### src/rtl/usbf_ep_req_arb.sv
// usbf_ep_req_arb: hclk-domain scheduler issuing one spaced request pulse at a time to the MEM synchronizers.
// Optional: define USBF_REQ_ARB_STAT_EN to add the saturating overrun counter output arb_ovf_cnt_o.
module usbf_ep_req_arb #(
  parameter int EP_NUM     = 4,
  parameter int DATA_W     = 32,
  parameter int GAP_CYCLES = 6,
  parameter int GAP_W      = 4
) (
  input  logic                     hclk_i,
  input  logic                     rstn_i,
  input  logic [EP_NUM-1:0]        ep_data_rd_req_i,
  input  logic [EP_NUM-1:0]        ep_data_wt_req_i,
  input  logic [DATA_W*EP_NUM-1:0] ep_tx_data_i,
  input  logic [EP_NUM-1:0]        ep_rx_flush_i,
  input  logic [EP_NUM-1:0]        ep_tx_flush_i,
  output logic [EP_NUM-1:0]        arb_rd_req_o,
  output logic [EP_NUM-1:0]        arb_wt_req_o,
  output logic [EP_NUM-1:0]        arb_rx_flush_o,
  output logic [EP_NUM-1:0]        arb_tx_flush_o,
  output logic [DATA_W*EP_NUM-1:0] arb_tx_data_o,
  output logic [EP_NUM-1:0]        arb_pending_o,
  output logic                     arb_busy_o
`ifdef USBF_REQ_ARB_STAT_EN
  ,
  output logic [15:0]              arb_ovf_cnt_o
`endif
);

  localparam int NS  = 2 * EP_NUM;
  localparam int SW  = $clog2(NS);
  localparam int EPW = SW - 1;
  localparam logic [1:0] K_WT = 2'd0, K_RD = 2'd1, K_TXF = 2'd2, K_RXF = 2'd3;

  typedef enum logic [1:0] {S_IDLE, S_LOAD, S_ISSUE, S_GAP} state_t;

  state_t                   state_q, state_d;
  logic [GAP_W-1:0]         gap_q, gap_d;
  logic [SW-1:0]            ptr_q;
  logic [EPW-1:0]           gnt_ep_q;
  logic [1:0]               gnt_kind_q;
  logic [EP_NUM-1:0]        txf_q, rxf_q, wt_q, rd_q;
  logic [EP_NUM-1:0]        txf_d, rxf_d, wt_d, rd_d, hold_ld;
  logic [DATA_W*EP_NUM-1:0] hold_q, data_q;
  logic [EP_NUM-1:0]        p_rd_q, p_wt_q, p_rxf_q, p_txf_q;

  logic [NS-1:0]  fl, dt;
  logic           fl_vld, lo_vld, hi_vld, arb_vld, arb_data, gnt, hit_e;
  logic [SW-1:0]  fl_s, lo_s, hi_s, dt_s, arb_s, ptr_nxt;
  logic [1:0]     arb_kind;
  logic [EPW-1:0] arb_ep;

  // Flush slots: fixed priority, lowest index. Data slots: first set slot at or after ptr_q, else wrap.
  always_comb begin
    fl = '0;
    dt = '0;
    for (int e = 0; e < EP_NUM; e++) begin
      fl[2*e]   = txf_q[e];
      fl[2*e+1] = rxf_q[e];
      dt[2*e]   = wt_q[e];
      dt[2*e+1] = rd_q[e];
    end
    fl_vld = 1'b0; fl_s = '0;
    lo_vld = 1'b0; lo_s = '0;
    hi_vld = 1'b0; hi_s = '0;
    for (int s = NS - 1; s >= 0; s--) begin
      if (fl[s]) begin
        fl_vld = 1'b1;
        fl_s   = SW'(s);
      end
      if (dt[s]) begin
        lo_vld = 1'b1;
        lo_s   = SW'(s);
        if (SW'(s) >= ptr_q) begin
          hi_vld = 1'b1;
          hi_s   = SW'(s);
        end
      end
    end
    dt_s     = hi_vld ? hi_s : lo_s;
    arb_vld  = fl_vld | lo_vld;
    arb_data = ~fl_vld;
    arb_s    = fl_vld ? fl_s : dt_s;
    arb_kind = fl_vld ? (fl_s[0] ? K_RXF : K_TXF) : (dt_s[0] ? K_RD : K_WT);
  end

  assign arb_ep  = arb_s[SW-1:1];
  assign ptr_nxt = (dt_s == SW'(NS - 1)) ? '0 : dt_s + SW'(1);

  always_comb begin
    state_d = state_q;
    gap_d   = gap_q;
    gnt     = 1'b0;
    case (state_q)
      S_IDLE: begin
        if (arb_vld) begin
          gnt     = 1'b1;
          state_d = S_LOAD;
        end
      end
      S_LOAD:  state_d = S_ISSUE;
      S_ISSUE: begin
        state_d = S_GAP;
        gap_d   = GAP_W'(GAP_CYCLES - 1);
      end
      S_GAP: begin
        if (gap_q == '0) state_d = S_IDLE;
        else             gap_d   = gap_q - GAP_W'(1);
      end
      default: state_d = S_IDLE;
    endcase
  end

  always_ff @(posedge hclk_i or negedge rstn_i) begin
    if (!rstn_i) begin
      state_q <= S_IDLE;
      gap_q   <= '0;
    end else begin
      state_q <= state_d;
      gap_q   <= gap_d;
    end
  end

  // A flush clears the matching data request and wins over a same-cycle request; requests hitting a set bit are dropped.
  always_comb begin
    txf_d   = txf_q;
    rxf_d   = rxf_q;
    wt_d    = wt_q;
    rd_d    = rd_q;
    hold_ld = '0;
    hit_e   = 1'b0;
    for (int e = 0; e < EP_NUM; e++) begin
      hit_e      = gnt && (arb_ep == EPW'(e));
      txf_d[e]   = (txf_q[e] & ~(hit_e && arb_kind == K_TXF)) | (ep_tx_flush_i[e] & ~txf_q[e]);
      rxf_d[e]   = (rxf_q[e] & ~(hit_e && arb_kind == K_RXF)) | (ep_rx_flush_i[e] & ~rxf_q[e]);
      wt_d[e]    = ~ep_tx_flush_i[e] &
                   ((wt_q[e] & ~(hit_e && arb_kind == K_WT)) | (ep_data_wt_req_i[e] & ~wt_q[e]));
      rd_d[e]    = ~ep_rx_flush_i[e] &
                   ((rd_q[e] & ~(hit_e && arb_kind == K_RD)) | (ep_data_rd_req_i[e] & ~rd_q[e]));
      hold_ld[e] = ep_data_wt_req_i[e] & ~ep_tx_flush_i[e] & ~wt_q[e];
    end
  end

  always_ff @(posedge hclk_i or negedge rstn_i) begin
    if (!rstn_i) begin
      txf_q      <= '0;
      rxf_q      <= '0;
      wt_q       <= '0;
      rd_q       <= '0;
      hold_q     <= '0;
      data_q     <= '0;
      ptr_q      <= '0;
      gnt_ep_q   <= '0;
      gnt_kind_q <= K_WT;
      p_rd_q     <= '0;
      p_wt_q     <= '0;
      p_rxf_q    <= '0;
      p_txf_q    <= '0;
    end else begin
      txf_q <= txf_d;
      rxf_q <= rxf_d;
      wt_q  <= wt_d;
      rd_q  <= rd_d;
      for (int e = 0; e < EP_NUM; e++) begin
        if (hold_ld[e]) hold_q[e*DATA_W +: DATA_W] <= ep_tx_data_i[e*DATA_W +: DATA_W];
      end
      if (gnt) begin
        gnt_ep_q   <= arb_ep;
        gnt_kind_q <= arb_kind;
        if (arb_data) ptr_q <= ptr_nxt;
      end
      if (state_q == S_LOAD && gnt_kind_q == K_WT) begin
        for (int e = 0; e < EP_NUM; e++) begin
          if (gnt_ep_q == EPW'(e)) data_q[e*DATA_W +: DATA_W] <= hold_q[e*DATA_W +: DATA_W];
        end
      end
      // Pulses are registered so the synchronizers see a glitch-free single-cycle level.
      p_rd_q  <= '0;
      p_wt_q  <= '0;
      p_rxf_q <= '0;
      p_txf_q <= '0;
      if (state_q == S_ISSUE) begin
        for (int e = 0; e < EP_NUM; e++) begin
          if (gnt_ep_q == EPW'(e)) begin
            p_wt_q[e]  <= (gnt_kind_q == K_WT);
            p_rd_q[e]  <= (gnt_kind_q == K_RD);
            p_txf_q[e] <= (gnt_kind_q == K_TXF);
            p_rxf_q[e] <= (gnt_kind_q == K_RXF);
          end
        end
      end
    end
  end

`ifdef USBF_REQ_ARB_STAT_EN
  logic [15:0] ovf_cnt_q;
  logic [16:0] ovf_sum;

  always_comb begin
    ovf_sum = {1'b0, ovf_cnt_q};
    for (int e = 0; e < EP_NUM; e++) begin
      ovf_sum = ovf_sum
              + 17'(ep_tx_flush_i[e] & txf_q[e])
              + 17'(ep_rx_flush_i[e] & rxf_q[e])
              + 17'(ep_data_wt_req_i[e] & ~ep_tx_flush_i[e] & wt_q[e])
              + 17'(ep_data_rd_req_i[e] & ~ep_rx_flush_i[e] & rd_q[e]);
    end
  end

  always_ff @(posedge hclk_i or negedge rstn_i) begin
    if (!rstn_i) ovf_cnt_q <= '0;
    else         ovf_cnt_q <= ovf_sum[16] ? 16'hFFFF : ovf_sum[15:0];
  end

  assign arb_ovf_cnt_o = ovf_cnt_q;
`endif

  assign arb_rd_req_o   = p_rd_q;
  assign arb_wt_req_o   = p_wt_q;
  assign arb_rx_flush_o = p_rxf_q;
  assign arb_tx_flush_o = p_txf_q;
  assign arb_tx_data_o  = data_q;
  assign arb_pending_o  = txf_q | rxf_q | wt_q | rd_q;
  assign arb_busy_o     = (state_q != S_IDLE);

endmodule

### config.mk
export PLATFORM = sky130hd
export DESIGN_NAME = usbf_ep_req_arb
export DESIGN_NICKNAME = d
export VERILOG_FILES = /design/src/rtl/usbf_ep_req_arb.sv
export SDC_FILE = /design/constraint.sdc
export NUM_CORES = 1
export LEC_CHECK = 0
export ABC_AREA = 0
export CORE_UTILIZATION = 45
export CTS_BUF_LIST = sky130_fd_sc_hd__clkbuf_16
export DETAILED_ROUTE_END_ITERATION = 16
export PLACE_DENSITY = 0.74
export SETUP_SLACK_MARGIN = 0.1
export SYNTH_ARGS = -nofsm -noshare
export SYNTH_HDL_FRONTEND = slang
export SYNTH_SLANG_ARGS = --single-unit
### constraint.sdc
create_clock -name hclk_i -period 2.7 [get_ports hclk_i]
set_clock_uncertainty 0.15 [all_clocks]
set_input_delay 0.27 -clock hclk_i [delete_from_list [all_inputs] [get_ports hclk_i]]
set_output_delay 0.27 -clock hclk_i [all_outputs]
set_load 0.005 [all_outputs]
==> qor.yml, run 1 <==
timing:
  max_slew.worst_pin.slew_ns: 0.5505
  post-route-period-util_pct: 91.63
  finalHoldViolations: 0
  finalCriticalPeriod_ns: 2.474
  slew_violations: 0
  setup_viol: 0
  setup_ws_ns: 0.2261
  slew_headroom_pct: 63.30
  finalSetupTns_ns: 0
  fmax_mhz: 404.2
  rsz0062_at_grt: "no"
clock_network:
  clkSlewWorstSetupHoldPaths_ns: 0.06
  root_buffer: "clkbuf_16"
  cts_max_path_buffers: 3
  cts-htree-levels: 2
  clock_sinks: 301
  cts_setup_buffers: 0
  cts_inserted_buffers: 34
  cts_tree: "built"
  clk_latency_ns: 0.49
worst_setup_path:
  cp_cell_sequence: "a21boi_0 > o21ai_1 > nand2_1 > o41a_2 > inv_2 > ha_1 > mux2_2"
  r2r_setup_slack_ns: 0.23
  cp-startpoint: "wt_q[2]"
  critPathArrivalTime_ns: 2.70
  crit_fanout: 8
  crit_type: "reg2reg"
  endpoint_kind: "register"
  timing.rr.end: "ptr_q[1]"
  r2r_start: "wt_q[2]"
  crit_required_ns: 2.92
  max_stage_delay_ns: 0.57
  r2r_cells: 7
  worst_setup_path_start_kind: "register"
  endpoint: "ptr_q[1]"
  critPathSlowestCell: "o41a_2"
layout:
  fin_nets: 1239
  drive_gt1_share_pct: 29.86
  design_area_um2: 16190
  final_util_pct: 63.92
  nFillCells: 1899
  final_common_cell: "dfrtp_1"
  final_cell_mix: "dfrtp_1, clkdlybuf4s50_1, mux2_2, nor2_1, clkbuf_16"
  diodes: 0
  area_delta_synth_final_pct: 38.55
drt:
  routedWlPerCell_um: 17.26
  drtIter0Drc: 394
  vias: 7314
  routed_wl_mm: 24.89
  firstDrtPassIters: 7
  routed_via_density: 5.072
  detail-route-antenna-nets: 0
  drc: 0
place:
  placement.io_buffers: 294
  post_dp_cell_area_um2: 15120
  post-dp-hpwl_mm: 17.19
  dpl_worst_slack_ns: 0.1849
  gp_congestion: 0.8118
logic_synthesis:
  syn_area_per_cell_um2: 15.06
  synth_edf_count: 0
  yosys_warnings: 0
  synth_top_area_share_pct: 64.47
  yosysTopAreaCell: "dfrtp_1"
  synth_area_leaders: "dfrtp_1, mux2_2, nor2_1"
  ys_seq_area_share_pct: 64.47
  synth-async-reset-ratio_pct: 100.0
  netlist_instances: 776
  ys_seq_elements: 301
  yosysUniqueCellTypes: 49
  ys.flop_type: "dfrtp_1"
  synth_nets: 928
  synthesis.area_um2: 11680
global_route:
  grt_pass1_wl_mm: 40.45
  grt_usage_pct: 19.23
  overflow: 0
  grt_max_degree: 72
  antenna_found_initial: 0
  grt_pass1_vias: 7739
power:
  p_clk_share_pct: 39.5
  switchingPower_mw: 2.542
  powerDensity_nw_per_um2: 667.8
  p_leak_nw: 7.184
  power_frac_comb_pct: 11.8
  p_sw_share_pct: 23.52
  ir_drop_mv: 0.4758
  internal-power_mw: 8.268
  seqPwrFrac_pct: 48.8
run_status:
  outcome: "finished clean"
floorplan:
  die_x_um: 163.1
  dieArea_um2: 26610
  coreArea_um2: 25330
  die_h_um: 163.1
  num_io_pins: 295
  fp-row-count: 58
  start_util_pct: 46.13
flow_run:
  max-cap-violations: 0
worst_hold_path:
  min_path_type: "in2async"
## per-stage QoR
stage                     hold slack (ns)  cells  power (mW)
after floorplan                   -0.1756    776       6.018
after global placement             0.1299   1380       6.574
after detailed placement           0.1308   1380       6.638
after CTS                          0.1961   1442       10.97
after global routing               0.2216   1442       11.34
final                              0.2055   1442       10.81
## how the worst min path moves through the flow
stage / start / to / slack, ns / cells after the start
after floorplan: rstn_i / arb_rd_req_o[0] / -0.18 / 0
after global placement: rstn_i / arb_tx_data_o[83] / 0.13 / 1
after detailed placement: rstn_i / hold_q[75] / 0.13 / 1
after CTS: rstn_i / hold_q[84] / 0.20 / 2
after global routing: ep_tx_data_i[47] / hold_q[47] / 0.22 / 2
final: rstn_i / arb_tx_data_o[83] / 0.21 / 2
## critical path, delay by kind of cell (launching register included)
kind | cells | cell delay (ns)
adder cells (fa/ha/maj) | 1 | 0.24
AND/OR/NAND/NOR | 1 | 0.12
multiplexers | 1 | 0.25
flip-flops | 1 | 0.46
buffers and inverters | 1 | 0.14
AO/OA/AOI/OAI | 3 | 1.00
## flip-flops by register name, summed over array words and instances, names as in the netlist
| signal | cells |
|---|---|
| txf_q | 4 |
| arb_rd_req_o | 4 |
| state_q | 2 |
| rd_q | 4 |
| gnt_ep_q | 2 |
| arb_wt_req_o | 4 |
| ptr_q | 3 |
| rxf_q | 4 |
| arb_rx_flush_o | 4 |
| gap_q | 4 |
| arb_tx_data_o | 128 |
| wt_q | 4 |
| hold_q | 128 |
| arb_tx_flush_o | 4 |
| gnt_kind_q | 2 |
## Yosys cell counts, types with 2 or more instances
cell type	number
a211oi_1	7
a21oi_1	12
a31oi_1	4
and4_1	2
buf_1	3
buf_2	14
clkbuf_1	15
dfrtp_1	301
ha_1	6
inv_1	8
mux2_1	4
mux2_2	253
nand2_1	21
nand2b_1	6
nand3_1	4
nand3b_1	2
nor2_1	49
nor2b_1	7
nor3_1	6
nor3b_1	5
nor4_2	2
o21a_1	3
o21ai_0	7
o21ai_1	3
o21bai_1	5
o221ai_1	2
o311ai_1	2
xnor2_1	2
## logic make-up (layout without fill, tap and decap cells)
group                      after synthesis  in the layout  share of synthesized area [%]
AOI/OAI and AO/OA                       58             58                          3.652
xor gates and xnor gates                 2              2                         0.1500
adders and majority gates                6              6                         0.6425
buffers and inverters                   41            377                          1.467
DFF                                    301            301                          64.47
muxes                                  257            257                          24.77
and+or+nand+nor                        111            111                          4.851
## power by group through the flow
| stage | clock (mW) | sequential (mW) | combinational (mW) |
|---|---|---|---|
| 2_1_floorplan | 0 | 5.26 | 0.758 |
| 3_3_place_gp | 0 | 5.32 | 1.25 |
| 6_report | 4.27 | 5.27 | 1.27 |
| 4_1_cts | 4.39 | 5.28 | 1.30 |
| 5_1_grt | 4.57 | 5.35 | 1.42 |
| 3_5_place_dp | 0 | 5.35 | 1.28 |
## routing by layer
layer / global-route usage, % / up-vias / wire [um]
met1: 23.90 / 3699 / 10260
met3: 6.526 / 27 / 1999
met2: 32.03 / 210 / 12210
met5: 0 / - / 0
li1: - / 3378 / -
met4: 5.013 / 0 / 424
## repair_timing
item,CTS,global route
hold buffers,1,0
setup endpoints to repair,0,2
hold endpoints to repair,67,0
gates resized for setup,0,1
## cell type report
cell class	count	area (um^2)	area share, %
multi-input combinational	434	4005	24.74
clock inverter	24	128.9	0.7961
tap	330	412.9	2.551
clock buffer	37	925.9	5.720
inverter	9	33.78	0.2087
timing repair buffer	307	3148	19.45
sequential	301	7533	46.54
No activity file was read; power rests on OpenSTA's default activity.
==> inputs of run 2 (changes only) <==
--- a/config.mk
+++ b/config.mk
@@ -6,6 +6,7 @@
 export NUM_CORES = 1
 export LEC_CHECK = 0
 export ABC_AREA = 0
+export CORE_ASPECT_RATIO = 1.25
 export CORE_UTILIZATION = 45
 export CTS_BUF_LIST = sky130_fd_sc_hd__clkbuf_16
 export DETAILED_ROUTE_END_ITERATION = 16
==> run 2 against run 1 <==
  * Wire length up 3.2%
  * Register-to-register slack is essentially flat
  * Sequential share of layout area rose by 0.17 points
  * First-iteration DRC count is 47% lower
  * Clock power shrank 4%
  * Critical path depth is 1 higher
  * Hold slack got worse by 0.16 ns
  * Maximum frequency is 0.29% lower
  * Largest cell class unchanged
  * Highest routed layer is now met5
==> qor.yml, run 2 (synthesis gave the netlist of run 1 again) <==
layout:
  area_delta_synth_final_pct: 38.05
  drive_gt1_share_pct: 30.12  # +0.26 points
  final_cell_mix: "dfrtp_1, clkdlybuf4s50_1, mux2_2, nor2_1, clkbuf_16"
  fin_nets: 1237  # -0.16%
  final_common_cell: "dfrtp_1"
worst_setup_path:
  r2r_setup_slack_ns: 0.22  # about the same
  cp_cell_sequence: "nand3_1 > a21oi_1 > nand2_1 > o311ai_1 > o41a_2 > inv_2 > ha_1 > mux2_2"
  path_buf_inv: 1  # unchanged
  endpoint_kind: "register"
  max_stage_delay_ns: 0.50  # -0.07 ns
  r2r_cells: 8  # +1
  crit_type: "reg2reg"
  critPathTopFamily: "compound AO/OA/AOI/OAI gates"
  crit_fanout: 9  # +1
  crit_required_ns: 2.98  # +0.06 ns
  worst_setup_path_start_kind: "register"
  critPathSlowestCell: "dfrtp_1"
  critPathArrivalTime_ns: 2.76  # +0.06 ns
  r2r_start: "ptr_q[1]"
  timing.rr.end: "ptr_q[1]"
drt:
  routed_wl_mm: 25.69  # +3.2%
  drc: 0  # unchanged
  routedWlPerCell_um: 17.76  # +2.9%
  vias: 7285  # -0.40%
  detail-route-antenna-nets: 0  # unchanged
  routed_via_density: 5.038  # -0.67%
  firstDrtPassIters: 4  # -3
  drtIter0Drc: 207  # -47%
clock_network:
  clock_sinks: 301  # unchanged
  cts-htree-levels: 1  # -1
  cts_max_path_buffers: 3  # unchanged
  clkSlewWorstSetupHoldPaths_ns: 0.06  # about the same
  cts_inserted_buffers: 31  # -8.8%
  clk_latency_ns: 0.55  # +0.06 ns
  cts_tree: "built"
  cts_setup_buffers: 0  # unchanged
  root_buffer: "clkbuf_16"
timing:
  fmax_mhz: 403.0  # -0.29%
  slew_violations: 0  # unchanged
  max_slew.worst_pin.slew_ns: 0.6200  # +0.06949 ns
  finalCriticalPeriod_ns: 2.481  # +0.007308 ns
  rsz0062_at_grt: "no"
  hold_slack_ns: 0.04494  # -0.1605 ns
  setup_viol: 0  # unchanged
  post-route-period-util_pct: 91.90  # +0.27 points
  slew_headroom_pct: 58.23  # -5.1 points
  finalHoldViolations: 0  # unchanged
  setup_ws_ns: 0.2188  # -0.007308 ns
  finalSetupTns_ns: 0  # unchanged
floorplan:
  die_x_um: 146.1  # -10%
  dieArea_um2: 26620  # about the same
  start_util_pct: 46.05  # -0.086 points
  num_io_pins: 295  # unchanged
  fp-row-count: 65  # +12%
  coreArea_um2: 25370  # +0.19%
  die_h_um: 182.2  # +12%
flow_run:
  max-cap-violations: 0  # unchanged
global_route:
  grt_usage_pct: 19.65  # +0.42 points
  grt_pass1_wl_mm: 41.86  # +3.5%
  grt_max_degree: 98  # +36%
  grt_pass1_vias: 7868  # +1.7%
  antenna_found_initial: 3  # +3
  overflow: 0  # unchanged
run_status:
  outcome: "finished clean"
power:
  power.total_mw: 10.66  # -1.4%
  seqPwrFrac_pct: 49.5  # +0.7 points
  p_leak_nw: 7.152  # -0.46%
  power_frac_comb_pct: 12.0  # +0.2 points
  p_sw_share_pct: 24.14  # +0.63 points
  powerDensity_nw_per_um2: 660.8  # -1.1%
  ir_drop_mv: 0.5711  # +20%
  switchingPower_mw: 2.573  # +1.2%
  p_clk_share_pct: 38.6  # -0.9 points
  internal-power_mw: 8.084  # -2.2%
place:
  gp_congestion: 0.8086  # -0.39%
  placement.io_buffers: 294  # unchanged
  dpl_worst_slack_ns: 0.1431  # -0.04185 ns
  post-dp-hpwl_mm: 18.10  # +5.3%
worst_hold_path:
  min_path_type: "in2async"
[run 2: repair_timing]
action / in CTS / in global routing
endpoints found under the hold margin: 301 / 0
endpoints found under the setup margin: 0 / 2
hold buffers: 1 / 0
gates resized for setup: 0 / 1
[run 2: power by group through the flow]
stage | Combinational, mW | Clock, mW | Sequential, mW
2_1_floorplan | 0.758 | 0 | 5.26
3_3_place_gp | 1.25 | 0 | 5.33
3_5_place_dp | 1.29 | 0 | 5.36
4_1_cts | 1.30 | 4.23 | 5.27
5_1_grt | 1.42 | 4.40 | 5.34
6_report | 1.28 | 4.11 | 5.27
[run 2: stage by stage]
stage,utilization [%],area [um^2],instances
3_3_place_gp,59.64,15130,1386
6_report,63.57,16130,1446
3_5_place_dp,59.64,15130,1386
5_1_grt,63.56,16130,1445
4_1_cts,63.54,16120,1444
2_1_floorplan,-,11680,776
[run 2: worst register-to-register path, stage by stage, from the launching register on]
cell	delay (ns)
dfrtp_1	0.50
nand3_1	0.11
a21oi_1	0.26
nand2_1	0.13
o311ai_1	0.28
o41a_2	0.30
inv_2	0.09
ha_1	0.29
mux2_2	0.26
[run 2: routing by layer]
metal  vias to the layer above  share of wire (%)  global-route usage, %
met3                        51                6.8                  4.975
met4                         2                3.0                  6.708
met2                       206                 51                  34.46
met5                         -              0.035                      0
li1                       3363                  -                      -
met1                      3663                 40                  23.44
[run 2: worst max-delay path by stage]
stage,startpoint,to,slack [ns],cells after the start
2_1_floorplan,wt_q[2],ptr_q[1],0.41,8
3_3_place_gp,ptr_q[2],ptr_q[1],0.25,7
3_5_place_dp,ptr_q[2],ptr_q[1],0.14,8
4_1_cts,ptr_q[2],ptr_q[1],0.13,8
5_1_grt,ptr_q[1],ptr_q[1],0.11,8
6_report,ptr_q[1],ptr_q[1],0.22,8
[run 2: layout make-up]
| type | instances | area [um^2] |
|---|---|---|
| fill | 1922 | 9245 |
| sequential | 301 | 7533 |
| multi-input combinational | 434 | 4003 |
| timing repair buffer | 308 | 3156 |
| clock buffer | 31 | 775.7 |
| tap | 335 | 419.2 |
| clock inverter | 26 | 203.9 |
| inverter | 9 | 33.78 |
| antenna | 2 | 5.005 |
==> inputs of run 3 (changes only) <==
--- a/config.mk
+++ b/config.mk
@@ -7,6 +7,7 @@
 export LEC_CHECK = 0
 export ABC_AREA = 0
 export CORE_ASPECT_RATIO = 1.25
+export CORE_MARGIN = 4
 export CORE_UTILIZATION = 45
 export CTS_BUF_LIST = sky130_fd_sc_hd__clkbuf_16
 export DETAILED_ROUTE_END_ITERATION = 16
==> run 3 against run 2 <==
  * Combinational power barely moved
  * Global-route usage decreased by 1.3 points
  * Die area up 7.5%
  * Power up 0.42%
  * Count of clock-buffer cells in the layout unchanged
  * Setup slack improved by 0.046 ns
  * Critical path depth fell by 1
  * Sequential cell count unchanged
  * Hold slack improved by 0.11 ns
  * Wire length rose by 2.5%
  * Critical path type unchanged
==> qor.yml, run 3 (synthesis gave the netlist of run 1 again) <==
run_status:
  outcome: "finished clean"
flow_run:
  max-cap-violations: 0  # unchanged
timing:
  finalHoldViolations: 0  # unchanged
  setup_viol: 0  # unchanged
  post-route-period-util_pct: 90.19  # -1.7 points
  finalSetupTns_ns: 0  # unchanged
  slew_violations: 0  # unchanged
  hold_slack_ns: 0.1564  # +0.1114 ns
  finalCriticalPeriod_ns: 2.435  # -0.04608 ns
  max_slew.worst_pin.slew_ns: 0.6123  # -0.007668 ns
  slew_headroom_pct: 59.18  # +0.95 points
  fmax_mhz: 410.7  # +1.9%
  rsz0062_at_grt: "no"
drt:
  firstDrtPassIters: 4  # unchanged
  routed_via_density: 5.039  # about the same
  detail-route-antenna-nets: 0  # unchanged
  routedWlPerCell_um: 18.17  # +2.3%
  vias: 7302  # +0.23%
  routed_wl_mm: 26.33  # +2.5%
  drtIter0Drc: 232  # +12%
  drc: 0  # unchanged
layout:
  final_cell_mix: "dfrtp_1, clkdlybuf4s50_1, mux2_2, nor2_1, clkbuf_16"
  area_delta_synth_final_pct: 38.62
  final_common_cell: "dfrtp_1"
  drive_gt1_share_pct: 30.15  # +0.036 points
  fin_nets: 1240  # +0.24%
floorplan:
  start_util_pct: 45.90  # -0.15 points
  num_io_pins: 295  # unchanged
  dieArea_um2: 28620  # +7.5%
  fp-row-count: 65  # unchanged
  die_x_um: 152.1  # +4.1%
  coreArea_um2: 25460  # +0.32%
  die_h_um: 188.2  # +3.3%
clock_network:
  cts-htree-levels: 1  # unchanged
  root_buffer: "clkbuf_16"
  cts_max_path_buffers: 3  # unchanged
  clkSlewWorstSetupHoldPaths_ns: 0.06  # about the same
  clock_sinks: 301  # unchanged
  cts_tree: "built"
  cts_inserted_buffers: 31  # unchanged
  clk_latency_ns: 0.55  # about the same
power:
  power.total_mw: 10.70  # +0.42%
  switchingPower_mw: 2.526  # -1.8%
  p_leak_nw: 7.177  # +0.35%
  ir_drop_mv: 0.4769  # -16%
  seqPwrFrac_pct: 49.2  # -0.3 points
  powerDensity_nw_per_um2: 660.8  # about the same
  p_clk_share_pct: 38.8  # +0.2 points
  power_frac_comb_pct: 12.0  # about the same
  p_sw_share_pct: 23.60  # -0.54 points
  internal-power_mw: 8.176  # +1.1%
global_route:
  grt_usage_pct: 18.33  # -1.3 points
  overflow: 0  # unchanged
  antenna_found_initial: 3  # unchanged
  grt_pass1_wl_mm: 43.37  # +3.6%
  grt_max_degree: 78  # -20%
  grt_pass1_vias: 7902  # +0.43%
worst_hold_path:
  min_path_type: "in2async"
worst_setup_path:
  crit_fanout: 9  # unchanged
  crit_required_ns: 2.98  # about the same
  worst_setup_path_start_kind: "register"
  endpoint_kind: "register"
  r2r_cells: 7  # -1
  crit_type: "reg2reg"
  critPathArrivalTime_ns: 2.71  # -0.05 ns
place:
  post-dp-hpwl_mm: 18.60  # +2.7%
  gp_congestion: 0.7978  # -1.3%
  placement.io_buffers: 294  # unchanged
==> run 3: final cells by class <==
cell class                 count  area [um^2]
fill                        1920         9260
timing repair buffer         311         3203
antenna                        3        7.507
tap                          335        419.2
multi-input combinational    434         4005
clock inverter                25        217.7
sequential                   301         7533
clock buffer                  31        775.7
inverter                       9        33.78
==> run 3: routing by layer <==
layer | track usage [%] | up-vias | wire (um)
met2 | 31.98 | 219 | 13500
met5 | 0 | - | 0
li1 | - | 3376 | -
met4 | 5.085 | 0 | 529
met1 | 22.44 | 3667 | 10520
met3 | 5.055 | 40 | 1785
==> run 3: stage by stage <==
stage / area [um^2] / instances / util [%] / setup WS (ns)
6_report: 16200 / 1449 / 63.62 / 0.2649
5_1_grt: 16200 / 1449 / 63.62 / 0.1200
4_1_cts: 16180 / 1445 / 63.56 / 0.1776
3_5_place_dp: 15180 / 1388 / 59.62 / 0.1939
3_3_place_gp: 15180 / 1388 / 59.62 / 0.2370
2_1_floorplan: 11680 / 776 / - / 0.4083
==> run 3: power groups by stage <==
stage / combinational (mW) / clock (mW) / sequential (mW)
after floorplan: 0.758 / 0 / 5.26
after global placement: 1.26 / 0 / 5.32
after detailed placement: 1.29 / 0 / 5.35
after CTS: 1.30 / 4.29 / 5.27
after global routing: 1.42 / 4.47 / 5.34
final: 1.28 / 4.16 / 5.26
==> run 3: path summary, 6_finish.rpt <==
path / from / end / slack (ns)
max: ptr_q[1] / ptr_q[1] / 0.26
min: rstn_i / arb_tx_data_o[21] / 0.16
max reg2reg: ptr_q[1] / ptr_q[1] / 0.26
min reg2reg: arb_tx_data_o[106] / arb_tx_data_o[106] / 0.34
max in group asynchronous: rstn_i / arb_tx_data_o[89] / 1.51
min in group hclk_i: ep_rx_flush_i[1] / rd_q[1] / 0.17
==> run 3: worst max-delay path, stage by stage (launching register included) <==
cell     delay [ns]
dfrtp_1        0.48
nand3_1        0.11
a21oi_1        0.29
nand2_1        0.12
o41a_2         0.53
inv_2          0.13
ha_1           0.25
mux2_2         0.26
==> run 3: timing repair <==
item | in CTS | in global routing
resized for setup | 0 | 1
buffers inserted | 0 | 1
hold endpoints to repair | 71 | 0
hold buffers | 1 | 0
setup endpoints to repair | 0 | 2
